--- config.mk ---
export PLATFORM = sky130hd
export DESIGN_NAME = writeback_forward
export DESIGN_NICKNAME = d
export VERILOG_FILES = /design/src/rtl/writeback_forward_pkg.sv /design/src/rtl/writeback_forward_fwd_select.sv /design/src/rtl/writeback_forward.sv
export SDC_FILE = /design/constraint.sdc
export NUM_CORES = 1
export LEC_CHECK = 0
export BUFFER_PORTS_ARGS = -buffer_cell sky130_fd_sc_hd__buf_4
export CORE_AREA = 3 3 181 183
export CTS_CLUSTER_SIZE = 20
export DETAILED_ROUTE_END_ITERATION = 12
export DIE_AREA = 0 0 184 186
export HOLD_SLACK_MARGIN = 0.12
export PLACE_DENSITY = 0.62
export SKIP_CTS_REPAIR_TIMING = 1
export SYNTH_ARGS = -nofsm -noshare
export SYNTH_HDL_FRONTEND = slang
export SYNTH_SLANG_ARGS = --single-unit
--- constraint.sdc ---
create_clock -name clk -period 1.73 [get_ports clk]
set_input_delay 0 -clock clk [delete_from_list [all_inputs] [get_ports clk]]
set_output_delay 0 -clock clk [all_outputs]
set_load 0.01 [all_outputs]
--- src/rtl/writeback_forward_pkg.sv ---
// Shared widths, the zero-register index and the operand source selector
// for the writeback/forwarding slice.
package writeback_forward_pkg;

    localparam int unsigned DATA_LENGTH = 64;
    localparam int unsigned ADDRESS     = 5;
    localparam int unsigned XZR         = 31;

    typedef enum logic [1:0] {
        FWD_RF,
        FWD_MEM,
        FWD_WB
    } fwd_sel_t;

endpackage

--- src/rtl/writeback_forward_fwd_select.sv ---
// Per-operand hazard resolution: MEM result beats WB result beats the
// regfile read, and the zero register always reads as 0.
module fwd_select
    import writeback_forward_pkg::*;
#(
    parameter int unsigned DATA_LENGTH = writeback_forward_pkg::DATA_LENGTH,
    parameter int unsigned ADDRESS     = writeback_forward_pkg::ADDRESS
) (
    input  logic [ADDRESS-1:0]     src_i,
    input  logic [DATA_LENGTH-1:0] rf_data_i,
    input  logic                   mem_wr_i,
    input  logic [ADDRESS-1:0]     mem_rd_i,
    input  logic [DATA_LENGTH-1:0] mem_val_i,
    input  logic                   wb_wr_i,
    input  logic [ADDRESS-1:0]     wb_rd_i,
    input  logic [DATA_LENGTH-1:0] wb_val_i,
    output logic [DATA_LENGTH-1:0] operand_o
);

    localparam logic [ADDRESS-1:0] ZR = ADDRESS'(XZR);

    fwd_sel_t sel_d;
    logic     src_zr;

    assign src_zr = (src_i == ZR);

    always_comb begin
        sel_d = FWD_RF;
        if (mem_wr_i && (mem_rd_i == src_i) && !src_zr) begin
            sel_d = FWD_MEM;
        end else if (wb_wr_i && (wb_rd_i == src_i) && !src_zr) begin
            sel_d = FWD_WB;
        end
    end

    always_comb begin
        operand_o = rf_data_i;
        case (sel_d)
            FWD_MEM: operand_o = mem_val_i;
            FWD_WB:  operand_o = wb_val_i;
            default: operand_o = rf_data_i;
        endcase
        if (src_zr) begin
            operand_o = '0;
        end
    end

endmodule

--- src/rtl/writeback_forward.sv ---
// EX->MEM and MEM->WB pipeline registers, regfile write port, load-use stall
// and operand forwarding for the ID stage.
module writeback_forward
    import writeback_forward_pkg::*;
#(
    parameter int unsigned DATA_LENGTH = writeback_forward_pkg::DATA_LENGTH,
    parameter int unsigned ADDRESS     = writeback_forward_pkg::ADDRESS
) (
    input  logic                   clk,
    input  logic                   reset,
    input  logic                   ExRegWrite,
    input  logic                   ExMemRead,
    input  logic [ADDRESS-1:0]     ExRd,
    input  logic [DATA_LENGTH-1:0] ExResult,
    input  logic [DATA_LENGTH-1:0] MemData,
    input  logic [ADDRESS-1:0]     IdRn,
    input  logic [ADDRESS-1:0]     IdRm,
    input  logic [DATA_LENGTH-1:0] ReadData1,
    input  logic [DATA_LENGTH-1:0] ReadData2,
    output logic [DATA_LENGTH-1:0] Operand1,
    output logic [DATA_LENGTH-1:0] Operand2,
    output logic                   Stall,
    output logic [ADDRESS-1:0]     WriteRegister,
    output logic [DATA_LENGTH-1:0] WriteData,
    output logic                   RegWrite
);

    localparam logic [ADDRESS-1:0] ZR = ADDRESS'(XZR);

    logic                   mem_regwrite_q;
    logic                   mem_memread_q;
    logic [ADDRESS-1:0]     mem_rd_q;
    logic [DATA_LENGTH-1:0] mem_result_q;
    logic [DATA_LENGTH-1:0] mem_value_d;

    logic                   wb_regwrite_q;
    logic [ADDRESS-1:0]     wb_rd_q;
    logic [DATA_LENGTH-1:0] wb_value_q;

    assign mem_value_d = mem_memread_q ? MemData : mem_result_q;

    always_ff @(posedge clk) begin
        if (reset) begin
            mem_regwrite_q <= 1'b0;
            mem_memread_q  <= 1'b0;
            mem_rd_q       <= ZR;
            mem_result_q   <= '0;
            wb_regwrite_q  <= 1'b0;
            wb_rd_q        <= ZR;
            wb_value_q     <= '0;
        end else begin
            mem_regwrite_q <= ExRegWrite;
            mem_memread_q  <= ExMemRead;
            mem_rd_q       <= ExRd;
            mem_result_q   <= ExResult;
            wb_regwrite_q  <= mem_regwrite_q;
            wb_rd_q        <= mem_rd_q;
            wb_value_q     <= mem_value_d;
        end
    end

    // The write enable is masked by reset so the instruction sitting in WB at
    // the reset edge does not commit; address/data stay straight from the register.
    assign RegWrite      = wb_regwrite_q & ~reset;
    assign WriteRegister = wb_rd_q;
    assign WriteData     = wb_value_q;

    assign Stall = ExRegWrite & ExMemRead & (ExRd != ZR) &
                   ((ExRd == IdRn) | (ExRd == IdRm));

    fwd_select #(
        .DATA_LENGTH(DATA_LENGTH),
        .ADDRESS    (ADDRESS)
    ) u_fwd_rn (
        .src_i    (IdRn),
        .rf_data_i(ReadData1),
        .mem_wr_i (mem_regwrite_q),
        .mem_rd_i (mem_rd_q),
        .mem_val_i(mem_value_d),
        .wb_wr_i  (wb_regwrite_q),
        .wb_rd_i  (wb_rd_q),
        .wb_val_i (wb_value_q),
        .operand_o(Operand1)
    );

    fwd_select #(
        .DATA_LENGTH(DATA_LENGTH),
        .ADDRESS    (ADDRESS)
    ) u_fwd_rm (
        .src_i    (IdRm),
        .rf_data_i(ReadData2),
        .mem_wr_i (mem_regwrite_q),
        .mem_rd_i (mem_rd_q),
        .mem_val_i(mem_value_d),
        .wb_wr_i  (wb_regwrite_q),
        .wb_rd_i  (wb_rd_q),
        .wb_val_i (wb_value_q),
        .operand_o(Operand2)
    );

endmodule

==> key figures <==
Run status
  – Outcome: finished with violations
  – Failing checks: setup timing

Setup path
  – Critical path class: reg -> out
  – CP max FO: 6
  – CP Launch Type: register
  – RR Endpoint: WriteData[23]
  – RR Startpoint: mem_memread_q
  – Crit path capture: Operand2[35]
  – Reg2reg setup slack: roughly 0.28 ns
  – Crit end category: output port
  – Critical Path Source: WriteRegister[2]
  – CP arrival: 2.47 ns
  – Worst Reg-to-Reg Cells: 4
  – Critical Path RT: 1.73 ns

STA
  – Final Hold Vio Count: 0
  – Final period util: 1.427
  – Minimum clock period: 2.468 ns
  – RSZ-0062 raised after global routing: yes
  – Final Hold Slack: 0.3144 ns
  – Fmax achieved: approximately 410 MHz
  – Least-Margin Pin Slew: 0.5508 ns
  – Final worst slack: -0.7379 ns
  – Final setup vio count: between 100 and 150
  – Slew Limit Headroom: 0.6328
  – Clock Skews: 0.008031 ns
  – Slew Limit Fails: 0

Layout
  – Layout area overhead: 94.68%
  – Share of cells above drive strength 1: 0.5008
  – Final cell count without fillers: roughly 2200
  – Filler instances: 2744
  – Final net count: 2035

Die
  – Rows: 65
  – Die width: 184 um
  – I/O Pins: 474
  – Starting Density: 0.2801
  – Die area: 34220 um^2
  – Area of the core: 31390 um^2
  – Die Y: 186 um

Global routing
  – Vias in the first global route: 10770
  – GRT Overall Usage: 0.2469
  – First-pass GRT wire length: roughly 65000 um
  – Gr ovfl total: 0
  – Antenna violations before repair: 3
  – Largest net degree at the start of global routing: 65

Synth
  – Mapped Nets: between 1000 and 1500
  – Syn Inst Count: 1112
  – Seq/Total Area, Yosys: 0.3210
  – Yosys cell types: 30
  – FF+latch count, synth: roughly 140
  – Syn Std Cell Area: 8793 um^2
  – Synth Area per Inst: 7.908 um^2
  – Yosys Warn Count: 0

Clock tree
  – CTS buffer count: 17
  – Clock buffer depth: 2
  – Clock Latency Late Sink: 0.44 ns
  – CTS tree: built
  – # H-tree levels: 4
  – Worst-path clk slew: 0.07 ns
  – # clock sinks: 141
  – CTS Root Cell: clkbuf_16

Place
  – HPWL after DPL: about 33000 um
  – Placer congestion estimate: 0.9178
  – Dpl cells: 1963
  – Number of buffers added on ports: 473

Detailed routing
  – Post-route ant nets: 0
  – Routed WL per cell: 23.91 um
  – Initial DRC count: 1056
  – First-pass detailed-route iteration total: 6
  – Via Count: 12040
  – DRC viols: 0
  – Vias per inst: 5.531
  – Final WL: 52050 um

Pwr
  – Cell leakage power: 0.007058 uW
  – PD cells: between 600 and 700 nW/um^2
  – Peak supply drop: 607.8 uV

Hold path
  – Worst hold path type: in -> reg

Job
  – Max Cap Viol: 0
## flip-flops by register name (all words and copies together) (netlist names)
| signal | cells |
|---|---|
| mem_result_q | 64 |
| WriteRegister | 5 |
| WriteData | 64 |
| mem_regwrite_q | 1 |
| mem_memread_q | 1 |
| wb_regwrite_q | 1 |
| mem_rd_q | 5 |
## synthesized netlist by cell type (all sizes together)
library cell	n	share of area
dfxtp	141	0.32
nor2b	132	0.094
o21ai	128	0.073
clkbuf	93	0.040
nand3	67	0.038
inv	66	0.028
nor3	66	0.038
or3	65	0.046
a311oi	64	0.064
a31oi	64	0.046
mux2	64	0.082
o31ai	64	0.055
buf	40	0.023
xnor2	21	0.023
or2	11	0.0078
xor2	9	0.0090
nand4	5	0.0036
nand2	3	0.0013
o211ai	3	0.0037
a21oi	1	0.00057
nor2	1	0.00043
nor4b	1	0.0010
o211a	1	0.0011
or3b	1	0.0010
or4b	1	0.0011
## cells in the final DEF (no fill, tap or decap), types with 3 or more instances in the layout
| cell | Yosys | layout |
|---|---|---|
| buf_4 | 0 | 549 |
| dlygate4sd3_1 | 0 | 142 |
| nor2b_1 | 132 | 132 |
| dfxtp_1 | 141 | 130 |
| inv_1 | 66 | 66 |
| nor3_1 | 66 | 66 |
| nand3_1 | 67 | 64 |
| mux2_2 | 64 | 64 |
| o31ai_1 | 64 | 64 |
| o21ai_0 | 64 | 61 |
| a31oi_1 | 64 | 58 |
| a311oi_2 | 0 | 51 |
| buf_12 | 0 | 38 |
| or3_1 | 65 | 34 |
| o21ai_2 | 0 | 33 |
| o21ai_1 | 64 | 32 |
| or3_4 | 0 | 31 |
| clkbuf_16 | 0 | 31 |
| buf_6 | 4 | 17 |
| xnor2_1 | 19 | 11 |
| or2_2 | 11 | 11 |
| xnor2_2 | 2 | 10 |
| dfxtp_2 | 0 | 9 |
| a311oi_1 | 64 | 9 |
| xor2_1 | 9 | 7 |
| a31oi_2 | 0 | 6 |
| nand4_1 | 5 | 5 |
| a311oi_4 | 0 | 4 |
| nand3_2 | 0 | 3 |
| clkinv_2 | 0 | 3 |
| clkinv_4 | 0 | 3 |
| clkinvlp_4 | 0 | 3 |
## where the power goes
part / switching, uW / internal [uW]
Combinational: 1510 / 1740
Clock: 1640 / 2170
Sequential: 130 / 3430
## worst max-delay path: stages (launching register included)
cell and delay, ns:
dfxtp_2 0.34, buf_6 0.13, xor2_4 0.15, or4b_4 0.58, buf_12 0.17, clkbuf_16 0.18
o21ai_1 0.17, a31oi_1 0.13, buf_4 0.17
## worst min path at each step
stage,from,endpoint,cells after the start
global route,ExResult[16],mem_result_q[16],3
floorplan,ExRd[0],mem_rd_q[0],1
finish,ExResult[11],mem_result_q[11],3
detailed placement,ExResult[54],mem_result_q[54],2
CTS,ExResult[3],mem_result_q[3],2
global placement,ExResult[25],mem_result_q[25],2
## layout make-up
cell class	instances	area [um^2]	area share
well taps	402	503.0	0.02938
multi-input cells	772	6062	0.3541
flip-flops and latches	141	2841	0.1660
inverters	66	247.7	0.01447
diodes	2	5.005	0.0002924
repair buffers	762	6875	0.4016
clock buffers	19	442.9	0.02587
clock inverters	13	141.4	0.008259
## stage by stage
| stage | area [um^2] | worst slack [ns] | TNS, ns | util | power [uW] |
|---|---|---|---|---|---|
| 2_1_floorplan | 8921 | 0.04999 | 0 | - | 4697 |
| 3_3_place_gp | 13680 | -0.2737 | -12.99 | 0.4357 | 6264 |
| 3_5_place_dp | 13680 | -0.2868 | -12.70 | 0.4357 | 6271 |
| 4_1_cts | 14260 | -0.7731 | -75.46 | 0.4543 | 10090 |
| 5_1_grt | 17120 | -0.7886 | -83.87 | 0.5453 | 11000 |
| 6_report | 17120 | -0.7379 | -75.25 | 0.5453 | 10620 |
## metal layers
layer / global-route usage / share of wire / vias up
li1: - / - / 5358
met2: 0.4084 / 0.48 / 771
met1: 0.3101 / 0.39 / 5734
met3: 0.05452 / 0.086 / 177
met4: 0.1077 / 0.046 / 2
met5: 0 / 0.00013 / -
## cell families after synthesis
family,Yosys count,synth area share
buffers and inverters,199,0.09121
XOR/XNOR,30,0.03159
multiplexers,64,0.08196
AO/OA/AOI/OAI,325,0.2422
AND/OR/NAND/NOR,353,0.2321
flip-flops,141,0.3210
No activity file was read; power rests on OpenSTA's default activity.
